[config.mk]
export PLATFORM = sky130hd
export DESIGN_NAME = road_scheduler_flat
export DESIGN_NICKNAME = d
export VERILOG_FILES = /design/src/rtl/road_scheduler_if.sv /design/src/rtl/road_scheduler.sv /design/src/flat_wrapper.sv
export SDC_FILE = /design/constraint.sdc
export NUM_CORES = 1
export LEC_CHECK = 0
export CORE_ASPECT_RATIO = 0.6
export CORE_MARGIN = 3
export CORE_UTILIZATION = 54
export CTS_BUF_LIST = sky130_fd_sc_hd__clkbuf_8 sky130_fd_sc_hd__clkbuf_16
export CTS_CLUSTER_SIZE = 8
export DETAILED_ROUTE_END_ITERATION = 16
export PLACE_DENSITY = 0.79
export SYNTH_ARGS = -nofsm -noshare
export SYNTH_HDL_FRONTEND = slang
export SYNTH_SLANG_ARGS = --single-unit
[constraint.sdc]
create_clock -name clk -period 2.45 [get_ports clk]
set_input_delay 0.49 -clock clk [delete_from_list [all_inputs] [get_ports clk]]
set_output_delay 0.49 -clock clk [all_outputs]
set_load 0.05 [all_outputs]
[src/rtl/road_scheduler_if.sv]
// Control-unit <-> road scheduler bundle: selection requests in, served road out.
interface road_scheduler_if #(
  parameter int unsigned ROADS = 4
) ();
  localparam int unsigned ROAD_W = $clog2(ROADS);

  logic              start;
  logic              inc_road;
  logic [ROADS-1:0]  req;
  logic              emerg_valid;
  logic [ROAD_W-1:0] emerg_road;

  logic [ROAD_W-1:0] road;
  logic              road_valid;
  logic [ROADS-1:0]  grant;
  logic              emerg_active;
  logic [ROADS-1:0]  starved;

  modport master (
    output start, inc_road, req, emerg_valid, emerg_road,
    input  road, road_valid, grant, emerg_active, starved
  );

  modport slave (
    input  start, inc_road, req, emerg_valid, emerg_road,
    output road, road_valid, grant, emerg_active, starved
  );
endinterface

[src/rtl/road_scheduler.sv]
// Demand-driven road sequencer: skips idle roads, forces starved ones in,
// and lets an emergency request preempt the choice.
module road_scheduler #(
  parameter int unsigned ROADS    = 4,
  parameter int unsigned WAIT_MAX = 3
) (
  input  logic            clk,
  input  logic            reset,
  road_scheduler_if.slave bus
);
  localparam int unsigned ROAD_W = $clog2(ROADS);
  localparam int unsigned WAIT_W = $clog2(WAIT_MAX + 1);

  typedef enum logic [1:0] {S_IDLE, S_RR, S_EMERG} state_e;

  state_e            state_q, state_d;
  logic [ROAD_W-1:0] road_q, road_d;
  logic [ROAD_W-1:0] resume_q, resume_d;
  logic              road_valid_q, road_valid_d;
  logic              emerg_active_q, emerg_active_d;
  logic [ROADS-1:0]  grant_q, grant_d;
  logic [ROADS-1:0]  starved_q, starved_d;
  logic [WAIT_W-1:0] wait_q [ROADS];
  logic [WAIT_W-1:0] wait_d [ROADS];

  logic [ROAD_W-1:0] emerg_sel;
  logic [ROAD_W-1:0] base;
  logic [ROAD_W-1:0] idx;
  logic [ROAD_W-1:0] st_pick;
  logic [ROAD_W-1:0] rq_pick;
  logic [ROAD_W-1:0] pick;
  logic              st_found;
  logic              rq_found;
  logic              rr_sel;

  // Out-of-range emergency road indices fall back to road 0
  generate
    if (ROADS == (1 << ROAD_W)) begin : g_emerg_full
      assign emerg_sel = bus.emerg_road;
    end else begin : g_emerg_clip
      assign emerg_sel = (32'(bus.emerg_road) < ROADS) ? bus.emerg_road : '0;
    end
  endgenerate

  // Search origin: current road, or the slot before resume_ptr when leaving EMERG
  always_comb begin
    base = road_q;
    if (state_q == S_EMERG) begin
      base = ROAD_W'((32'(resume_q) + ROADS - 32'(1)) % ROADS);
    end
  end

  // First starved, else first requesting, else next road, in order base+1 .. base+ROADS
  always_comb begin
    st_found = 1'b0;
    rq_found = 1'b0;
    st_pick  = '0;
    rq_pick  = '0;
    idx      = '0;
    pick     = ROAD_W'((32'(base) + 32'(1)) % ROADS);
    for (int unsigned k = 1; k <= ROADS; k++) begin
      idx = ROAD_W'((32'(base) + k) % ROADS);
      if (!st_found && starved_q[idx]) begin
        st_found = 1'b1;
        st_pick  = idx;
      end
      if (!rq_found && bus.req[idx]) begin
        rq_found = 1'b1;
        rq_pick  = idx;
      end
    end
    if (st_found) begin
      pick = st_pick;
    end else if (rq_found) begin
      pick = rq_pick;
    end
  end

  // Next-state and selection
  always_comb begin
    state_d        = state_q;
    road_d         = road_q;
    resume_d       = resume_q;
    road_valid_d   = road_valid_q;
    emerg_active_d = emerg_active_q;
    rr_sel         = 1'b0;

    case (state_q)
      S_IDLE: begin
        if (bus.start) begin
          road_valid_d = 1'b1;
          if (bus.emerg_valid) begin
            road_d         = emerg_sel;
            resume_d       = '0;
            emerg_active_d = 1'b1;
            state_d        = S_EMERG;
          end else begin
            road_d         = '0;
            emerg_active_d = 1'b0;
            state_d        = S_RR;
          end
        end
      end
      S_RR: begin
        if (bus.inc_road) begin
          if (bus.emerg_valid) begin
            road_d         = emerg_sel;
            resume_d       = ROAD_W'((32'(road_q) + 32'(1)) % ROADS);
            emerg_active_d = 1'b1;
            state_d        = S_EMERG;
          end else begin
            rr_sel = 1'b1;
          end
        end
      end
      S_EMERG: begin
        if (bus.inc_road) begin
          if (bus.emerg_valid) begin
            road_d = emerg_sel;
          end else begin
            rr_sel  = 1'b1;
            state_d = S_RR;
          end
        end
      end
      default: state_d = S_IDLE;
    endcase

    if (rr_sel) begin
      road_d         = pick;
      emerg_active_d = 1'b0;
    end

    grant_d = road_valid_d ? (ROADS'(1) << road_d) : '0;
  end

  // Wait counters move only on normal-mode selections
  always_comb begin
    for (int unsigned i = 0; i < ROADS; i++) begin
      wait_d[i] = wait_q[i];
      if (rr_sel) begin
        if (ROAD_W'(i) == pick) begin
          wait_d[i] = '0;
        end else if (bus.req[i] && (wait_q[i] != WAIT_W'(WAIT_MAX))) begin
          wait_d[i] = wait_q[i] + WAIT_W'(1);
        end
      end
      starved_d[i] = (wait_d[i] == WAIT_W'(WAIT_MAX));
    end
  end

  always_ff @(posedge clk or negedge reset) begin
    if (!reset) begin
      state_q        <= S_IDLE;
      road_q         <= '0;
      resume_q       <= '0;
      road_valid_q   <= 1'b0;
      emerg_active_q <= 1'b0;
      grant_q        <= '0;
      starved_q      <= '0;
      for (int unsigned i = 0; i < ROADS; i++) begin
        wait_q[i] <= '0;
      end
    end else begin
      state_q        <= state_d;
      road_q         <= road_d;
      resume_q       <= resume_d;
      road_valid_q   <= road_valid_d;
      emerg_active_q <= emerg_active_d;
      grant_q        <= grant_d;
      starved_q      <= starved_d;
      for (int unsigned i = 0; i < ROADS; i++) begin
        wait_q[i] <= wait_d[i];
      end
    end
  end

  assign bus.road         = road_q;
  assign bus.road_valid   = road_valid_q;
  assign bus.grant        = grant_q;
  assign bus.emerg_active = emerg_active_q;
  assign bus.starved      = starved_q;

endmodule
[src/flat_wrapper.sv]
// flat-port wrapper written by rule: the top's interface ports become plain ports
module road_scheduler_flat 
#(
  parameter int unsigned ROADS    = 4,
  parameter int unsigned WAIT_MAX = 3
)
  (clk, reset, bus_start, bus_inc_road, bus_req, bus_emerg_valid, bus_emerg_road, bus_road, bus_road_valid, bus_grant, bus_emerg_active, bus_starved);
  road_scheduler_if #(.ROADS(ROADS)) bus_i ();
  input  logic clk;
  input  logic reset;
  input wire logic [$bits(bus_i.start)-1:0] bus_start;
  input wire logic [$bits(bus_i.inc_road)-1:0] bus_inc_road;
  input wire logic [$bits(bus_i.req)-1:0] bus_req;
  input wire logic [$bits(bus_i.emerg_valid)-1:0] bus_emerg_valid;
  input wire logic [$bits(bus_i.emerg_road)-1:0] bus_emerg_road;
  output wire logic [$bits(bus_i.road)-1:0] bus_road;
  output wire logic [$bits(bus_i.road_valid)-1:0] bus_road_valid;
  output wire logic [$bits(bus_i.grant)-1:0] bus_grant;
  output wire logic [$bits(bus_i.emerg_active)-1:0] bus_emerg_active;
  output wire logic [$bits(bus_i.starved)-1:0] bus_starved;
  assign bus_i.start = bus_start;
  assign bus_i.inc_road = bus_inc_road;
  assign bus_i.req = bus_req;
  assign bus_i.emerg_valid = bus_emerg_valid;
  assign bus_i.emerg_road = bus_emerg_road;
  assign bus_road = bus_i.road;
  assign bus_road_valid = bus_i.road_valid;
  assign bus_grant = bus_i.grant;
  assign bus_emerg_active = bus_i.emerg_active;
  assign bus_starved = bus_i.starved;
  road_scheduler #(.ROADS(ROADS), .WAIT_MAX(WAIT_MAX)) u_core (.clk(clk), .reset(reset), .bus(bus_i));
endmodule
==> results of run 1 <==
==> final timing paths <==
path	from	to	slack, ns	cells after the start
min reg2reg	u_core.wait_q[0]	u_core.wait_q[0]	0.55	1
max reg2reg	u_core.state_q[0]	u_core.wait_q[6]	0.07	10
max in group asynchronous	reset	u_core.state_q[0]	1.62	2
min in group asynchronous	reset	u_core.bus.emerg_active	0.56	2
min	u_core.wait_q[0]	u_core.wait_q[0]	0.55	1
max	u_core.state_q[0]	u_core.wait_q[6]	0.07	10
==> timing repair <==
item / CTS / global route
buffers inserted: 0 / 0
setup endpoints to repair: 2 / 15
gates resized for setup: 1 / 8
==> cell usage in the layout (no fill, tap or decap), drive strengths merged, types with 4 or more instances in the layout <==
cell type	n
ha	8
nand3	5
a21oi	9
dfrtp	24
o21ai	12
inv	9
clkdlybuf4s50	22
nor2b	4
a21o	4
nor3b	4
nand2	17
nor2	21
nor3	10
buf	12
nand2b	10
==> logic make-up (layout without fill, tap and decap cells) <==
| group | count (synthesis) | count (layout) | share of synthesized area |
|---|---|---|---|
| compound gates | 53 | 53 | 0.226 |
| xor+xnor | 2 | 2 | 0.0106 |
| fa+ha+maj | 9 | 9 | 0.0666 |
| buf+inv | 14 | 47 | 0.0333 |
| flops | 24 | 24 | 0.363 |
| mux | 3 | 3 | 0.0204 |
| simple gates | 86 | 86 | 0.279 |
==> layout make-up <==
class | instances | share of cell area
Sequential cell | 24 | 0.286
Multi-Input combinational cell | 153 | 0.493
Clock buffer | 3 | 0.0196
Tap cell | 40 | 0.0238
Inverter | 9 | 0.0160
Timing Repair Buffer | 34 | 0.147
Clock inverter | 1 | 0.0143
==> metrics by stage <==
step | total power, mW | setup slack (ns) | cell area, µm²
finish | 3.10 | 0.0659 | 2110
global route | 3.28 | -0.0146 | 2110
CTS | 2.95 | 0.00161 | 2070
detailed placement | 2.56 | -0.0947 | 1990
global placement | 2.47 | -0.0414 | 1990
floorplan | 2.02 | 0.267 | 1650
==> report_power, final <==
group	internal (mW)	switching [mW]
Clock	0.219	0.144
Combinational	0.813	1.15
Sequential	0.548	0.220
Total	1.58	1.52
==> metal layers <==
layer  vias to the layer above  share of wire
met2                       108           0.44
met4                         0          0.017
met5                         -              0
met1                       790           0.45
met3                        14          0.098
li1                        763              -
==> worst max-delay path, delay by kind of cell (launching register included) <==
family,cells,cell delay [ns]
adder cells (fa/ha/maj),1,0.22
flip-flops,1,0.45
buffers and inverters,2,0.33
AND/OR/NAND/NOR,1,0.11
AO/OA/AOI/OAI,6,1.17
==> flip-flops by register name (all words and copies together) (netlist names) <==
name	cells
u_core.bus.road	2
u_core.wait_q	8
u_core.state_q	2
u_core.bus.starved	4
u_core.resume_q	2
u_core.bus.grant	4
u_core.bus.emerg_active	1
u_core.bus.road_valid	1
==> results.json, run 1 <==
{
  "syn_inst": 191,
  "synthMostInstantiatedCell": "dfrtp_1",
  "ioPinCount": 23,
  "gp_congestion": 0.913,
  "core_area_um2": 2700,
  "fillers": 197,
  "cts_max_level": 1,
  "grt_pass1_vias": 1573,
  "drc": 0,
  "placed_cells": 260,
  "multi_input_area_um2": 1040,
  "cp_data_arrival_time_ns": 2.57,
  "worst_pin_slew_ns": 0.576,
  "ys_ff_latch": 24,
  "slowest_delay_ns": 0.45,
  "met1_usage": 0.363,
  "grt_overflow": 0,
  "synth-edff-count": 0,
  "relSlewSlack": 0.615,
  "synthTopCellsByArea": "dfrtp_1, ha_1, nor2_1",
  "syn_area_um2": 1650,
  "syn2layout_area_growth_pct": 27.5,
  "ant_nets": 0,
  "postSynthAreaPerCell_um2": 8.65,
  "fin_util": 0.781,
  "synth_fp_nets": 210,
  "fin_cells": 264,
  "drtIter0Drc": 209,
  "crit_fanout": 7,
  "fmax_ghz": 0.419,
  "min_path_type": "reg2reg",
  "drt_wl_total_mm": 4.68,
  "ys_seq_area_frac": 0.363,
  "yosysWarnings": 0,
  "cts_buffer_depth": 2,
  "portBuffers": 22,
  "cp-end-kind": "register",
  "clock-root-buffer": "clkbuf_8",
  "cp.required_ns": 2.63,
  "ys_types": 51,
  "finalSetupTns_ns": 0,
  "track_usage": 0.251,
  "synth_top_cell_by_area": "dfrtp_1",
  "p_leak_nw": 0.868,
  "skew_ns": 0.0119,
  "numCtsBuffers": 3,
  "cts_hold_buf": 0,
  "setup_viol_count_final": 0,
  "hold_ws_ns": 0.554,
  "die_h_um": 48.9,
  "outcome": "finished, final reports clean",
  "die_area_um2": 3780,
  "gr-usage-met3": 0.0627,
  "rows": 14,
  "clock_sinks": 24,
  "cts_tree": "yes",
  "synth_ff_type": "dfrtp_1",
  "slew_viol_final": 0,
  "post-dp-hpwl_mm": 3.34,
  "async_flop_share": 1.00,
  "start_kind": "register",
  "fin_crit_sh": 0.973,
  "crit_slowest_cell": "dfrtp_2",
  "period_needed_ns": 2.38,
  "crit_type": "reg2reg",
  "cellPowerDensity_nw_per_um2": 1470,
  "yosys.area.top_type_share": 0.363,
  "synth_common_cells": "dfrtp_1, nor2_1, nand2_1, nand2b_1, o21ai_0",
  "fp.dieW_um": 77.4,
  "start_util": 0.613,
  "clkTransAtPathRegs_ns": 0.10,
  "drv_cap": 0,
  "nets": 244,
  "via_count": 1675,
  "drive_gt1_frac": 0.134,
  "insertedDiodeCount": 0,
  "clk_latency_ns": 0.28,
  "grt_pass1_wl_mm": 7.53,
  "grt_max_degree": 25,
  "hold_viol": 0,
  "regArea_um2": 602,
  "vias_per_cell": 6.34,
  "met2_usage": 0.384,
  "peakVddDrop_mv": 0.878,
  "cp_cell_sequence": "inv_1 > ha_4 > buf_4 > nand2b_1 > a31oi_1 > a221oi_1 > a41o_2 > o21a_1 > o21ai_1 > a21o_1",
  "grt_busiest_layer": "met2",
  "firstDrtPassIters": 5,
  "wl_per_cell_um": 17.7,
  "grt_antenna_before_repair": 0
}
(Power assumes the default switching activity.)
==> run 2: changes to the inputs <==
--- a/config.mk
+++ b/config.mk
@@ -7,11 +7,10 @@
 export LEC_CHECK = 0
 export CORE_ASPECT_RATIO = 0.6
 export CORE_MARGIN = 3
-export CORE_UTILIZATION = 54
+export CORE_UTILIZATION = 30
 export CTS_BUF_LIST = sky130_fd_sc_hd__clkbuf_8 sky130_fd_sc_hd__clkbuf_16
 export CTS_CLUSTER_SIZE = 8
 export DETAILED_ROUTE_END_ITERATION = 16
-export PLACE_DENSITY = 0.79
 export SYNTH_ARGS = -nofsm -noshare
 export SYNTH_HDL_FRONTEND = slang
 export SYNTH_SLANG_ARGS = --single-unit
==> results.json, run 2 (synthesized netlist as in run 1, its figures left out) <==
{
  "slowest_delay_ns": 0.57,
  "slew_viol_final": 0,
  "fillers": 488,
  "cp_data_arrival_time_ns": 2.48,
  "ff2ff_path_depth": 9,
  "start_kind": "input port",
  "firstDrtPassIters": 4,
  "cpMostUsedCell": "nor3_1",
  "drt_wl_total_mm": 4.13,
  "layout_common_cells": "dfrtp_1, clkdlybuf4s50_1, nor2_1",
  "ioPinCount": 23,
  "p_leak_nw": 0.902,
  "syn2layout_area_growth_pct": 30.6,
  "drc": 0,
  "vias_per_cell": 5.04,
  "numCtsBuffers": 3,
  "nets": 252,
  "seqPwrFrac": 0.238,
  "largest_reg_flops": 8,
  "clock-root-buffer": "clkbuf_8",
  "min_path_type": "reg2reg",
  "top_register": "u_core.wait_q",
  "grt_busiest_layer": "met1",
  "met2_usage": 0.173,
  "cts_hold_buf": 0,
  "drv_cap": 0,
  "min_to": "u_core.wait_q[3]",
  "post-dp-hpwl_mm": 3.21,
  "cellPowerDensity_nw_per_um2": 1390,
  "crit_slowest_cell": "clkdlybuf4s50_1",
  "rows": 20,
  "power_frac_comb": 0.647,
  "hold_viol": 0,
  "via_count": 1502,
  "fp.dieW_um": 102,
  "gp_congestion": 0.841,
  "finalSetupTns_ns": 0,
  "cp.required_ns": 2.63,
  "grt_pass1_vias": 1388,
  "portBuffers": 22,
  "grt_max_degree": 25,
  "core_area_um2": 5180,
  "grt_pass1_wl_mm": 6.93,
  "cts_buffer_depth": 2,
  "outcome": "finished, final reports clean",
  "track_usage": 0.133,
  "grt_antenna_before_repair": 0,
  "clock_sinks": 24,
  "drtIter0Drc": 79,
  "wl_per_cell_um": 13.9,
  "insertedDiodeCount": 0,
  "relSlewSlack": 0.663,
  "grt_overflow": 0,
  "worstReg2RegStart": "u_core.state_q[0]",
  "grt_setup_unrepaired": "no",
  "met1_usage": 0.223,
  "cts_max_level": 1,
  "drive_gt1_frac": 0.142,
  "reg2reg_slack_ns": 0.20,
  "p_int_mw": 1.60,
  "start_util": 0.319,
  "ctsResizeCount": 0,
  "worst_pin_slew_ns": 0.503,
  "period_needed_ns": 2.30,
  "final_common_cell": "dfrtp_1",
  "skew_ns": 0.00262,
  "clk_latency_ns": 0.26,
  "fin_crit_sh": 0.939,
  "clkTransAtPathRegs_ns": 0.09,
  "crit_fanout": 6,
  "die_h_um": 63.5,
  "setup_viol_count_final": 0,
  "cp-end-kind": "register",
  "fmax_ghz": 0.435,
  "crit_type": "in2reg",
  "cts_tree": "yes",
  "peakVddDrop_mv": 0.699,
  "p_sw_mw": 1.39,
  "holdPathStages": 2,
  "fin_util": 0.417,
  "cp_cell_sequence": "clkdlybuf4s50_1 > nor3_1 > o31a_1 > o311a_4 > nor2_1 > o21ai_1 > nor3_1",
  "gr-usage-met3": 0.0299,
  "ant_nets": 0,
  "swShare": 0.465,
  "r2r_end": "u_core.wait_q[6]",
  "power_frac_clock": 0.116,
  "min-delay-start": "u_core.wait_q[3]",
  "post_cts_buffers": 0,
  "die_area_um2": 6470
}
run 2: worst max-delay path by stage:
stage	startpoint	endpoint	slack (ns)	depth (start not counted)
global placement	bus_req[1]	u_core.bus.grant[1]	-0.1	7
finish	bus_req[1]	u_core.bus.grant[1]	0.15	7
floorplan	u_core.state_q[0]	u_core.wait_q[6]	0.27	9
global route	u_core.state_q[0]	u_core.bus.grant[1]	0.03	8
detailed placement	bus_req[1]	u_core.bus.grant[3]	-0.12	7
CTS	u_core.state_q[0]	u_core.wait_q[6]	0.11	9
run 2: critical path: cells and delay by family:
kind / cells / cell delay [ns]
AO/OA/AOI/OAI: 3 / 0.87
buffers and inverters: 1 / 0.57
AND/OR/NAND/NOR: 3 / 0.55
run 2: per-layer routing:
metal | up-vias | routed length (µm)
li1 | 783 | -
met4 | 0 | 13
met3 | 2 | 195
met2 | 30 | 1500
met1 | 687 | 2420
met5 | - | 0
run 2: power groups by stage:
stage          Clock, mW  Sequential (mW)  Combinational, mW
2_1_floorplan          0            0.915               1.10
3_3_place_gp           0            0.719               1.91
3_5_place_dp           0            0.714               1.91
4_1_cts            0.357            0.710               1.92
5_1_grt            0.372            0.735               2.13
6_report           0.346            0.711               1.94
run 2: cell type report:
class	count	area [µm²]	share of cell area
timing repair buffer	42	370	0.172
clock buffer	3	41.3	0.0191
inverter	9	33.8	0.0157
clock inverter	1	30.0	0.0139
multi-input combinational	153	1000	0.463
tap	66	82.6	0.0383
sequential	24	601	0.278
run 2: metrics by stage:
| step | std cells | total power [mW] | worst slack (ns) | area [µm²] | hold WS [ns] |
|---|---|---|---|---|---|
| after floorplan | 191 | 2.02 | 0.267 | 1650 | 0.194 |
| after global placement | 294 | 2.63 | -0.0993 | 2080 | 0.517 |
| after detailed placement | 294 | 2.63 | -0.122 | 2080 | 0.528 |
| after CTS | 298 | 2.99 | 0.115 | 2160 | 0.552 |
| after global routing | 298 | 3.24 | 0.0287 | 2160 | 0.590 |
| final | 298 | 2.99 | 0.150 | 2160 | 0.543 |
==> patch, RTL diff (settings of run 2) <==
`ROADS` is set to 4 in 3 places; all go to 8.
--- a/src/rtl/road_scheduler_if.sv
+++ b/src/rtl/road_scheduler_if.sv
@@ -1,6 +1,6 @@
 // Control-unit <-> road scheduler bundle: selection requests in, served road out.
 interface road_scheduler_if #(
-  parameter int unsigned ROADS = 4
+  parameter int unsigned ROADS = 8
 ) ();
   localparam int unsigned ROAD_W = $clog2(ROADS);
 
--- a/src/rtl/road_scheduler.sv
+++ b/src/rtl/road_scheduler.sv
@@ -1,7 +1,7 @@
 // Demand-driven road sequencer: skips idle roads, forces starved ones in,
 // and lets an emergency request preempt the choice.
 module road_scheduler #(
-  parameter int unsigned ROADS    = 4,
+  parameter int unsigned ROADS    = 8,
   parameter int unsigned WAIT_MAX = 3
 ) (
   input  logic            clk,
--- a/src/flat_wrapper.sv
+++ b/src/flat_wrapper.sv
@@ -1,7 +1,7 @@
 // flat-port wrapper written by rule: the top's interface ports become plain ports
 module road_scheduler_flat 
 #(
-  parameter int unsigned ROADS    = 4,
+  parameter int unsigned ROADS    = 8,
   parameter int unsigned WAIT_MAX = 3
 )
   (clk, reset, bus_start, bus_inc_road, bus_req, bus_emerg_valid, bus_emerg_road, bus_road, bus_road_valid, bus_grant, bus_emerg_active, bus_starved);
Interface: changed (5 resized); port bits go from 23 to 37. No check against the original RTL was run, so the function may have changed too.
==> patch against run 2 <==
The flow now finishes with violations (setup timing). Maximum frequency decreased by 38%. Area after synthesis rose to 2.6 times the old value. Sequential cell count up 18. Non-clock buffer count increased by 158. Final area grew to 3.0 times the old value. Synthesized cell count rose to 2.6 times the old value. Worst setup slack lost 1.4 ns. Routed wire length increased to 4.0 times the old value. Critical path type is now flop to flop.
Power is not shown: default switching activity piles up to over one toggle a cycle in this logic, so the estimate is an artifact.
==> patch: results (changes against run 2) <==
- Status: finished with violations
- Violated checks: setup timing
- Hold_ws: 0.308 ns (-0.235 ns)
- Via-to-Cell Ratio: 5.60 (+11%)
- Highest-delay cell along the critical path: dfrtp_1
- Clk sinks: 42 (+75%)
- Setup violations, final: 35 (+35)
- Fillers: 1247 (+160%)
- Total GRT Usage: 20.9% (+7.6 points)
- Delay-heaviest family, CP: simple AND/OR/NAND/NOR gates
- Setup WS pre-CTS: -1.45 ns (-1.32 ns)
- Placer Congestion: 0.949 (+13%)
- Count of plain and timing-repair buffers: 200 (+380%)
- Post-Syn Nets: 519 (+150%)
- Worst Tran Pin Value: 0.857 ns (+0.354 ns)
- Synth-to-Final Area Change: 55.3%
- Later-pin clock latency in the skew report: 0.28 ns (+0.02 ns)
- Worst r2r dst: u_core.bus.starved[2]
- CTS Buf Count: 5 (+2)
- Netlist cell types: 85 (+67%)
- 1st-pass router iterations: 5 (+1)
- WL final: 16500 um (+300%)
- Fin worst setup slack: -1.27 ns (-1.42 ns)
- Die W: 159 um (+56%)
- Nonclk inv count: 19 (+10)
- CP startpoint: u_core.state_q[1]
- Number of nets in the layout: 704 (+180%)
==> patch: timing repair <==
action                                  in CTS  in global routing
buffers inserted                            18                  9
resized for setup                           66                 24
gates cloned                                 1                  0
endpoints found under the setup margin      35                 35
pin swaps                                   28                  8
==> patch: per-layer routing <==
metal / share of wire [%] / wire length, um / track usage, %
met2: 40 / 6620 / 29.1
met1: 49 / 8130 / 32.4
met4: 0.76 / 125 / 3.43
met3: 9.7 / 1590 / 5.64
met5: 0 / 0 / 0
==> patch: cell families after synthesis <==
kind of cell | count (synthesis) | share of synthesized area [%]
and+or+nand+nor | 175 | 22.7
muxes | 34 | 9.84
adders and majority gates | 15 | 4.45
AOI/OAI and AO/OA | 167 | 28.8
DFF | 42 | 24.9
buffers and inverters | 41 | 4.62
xor gates and xnor gates | 14 | 4.68
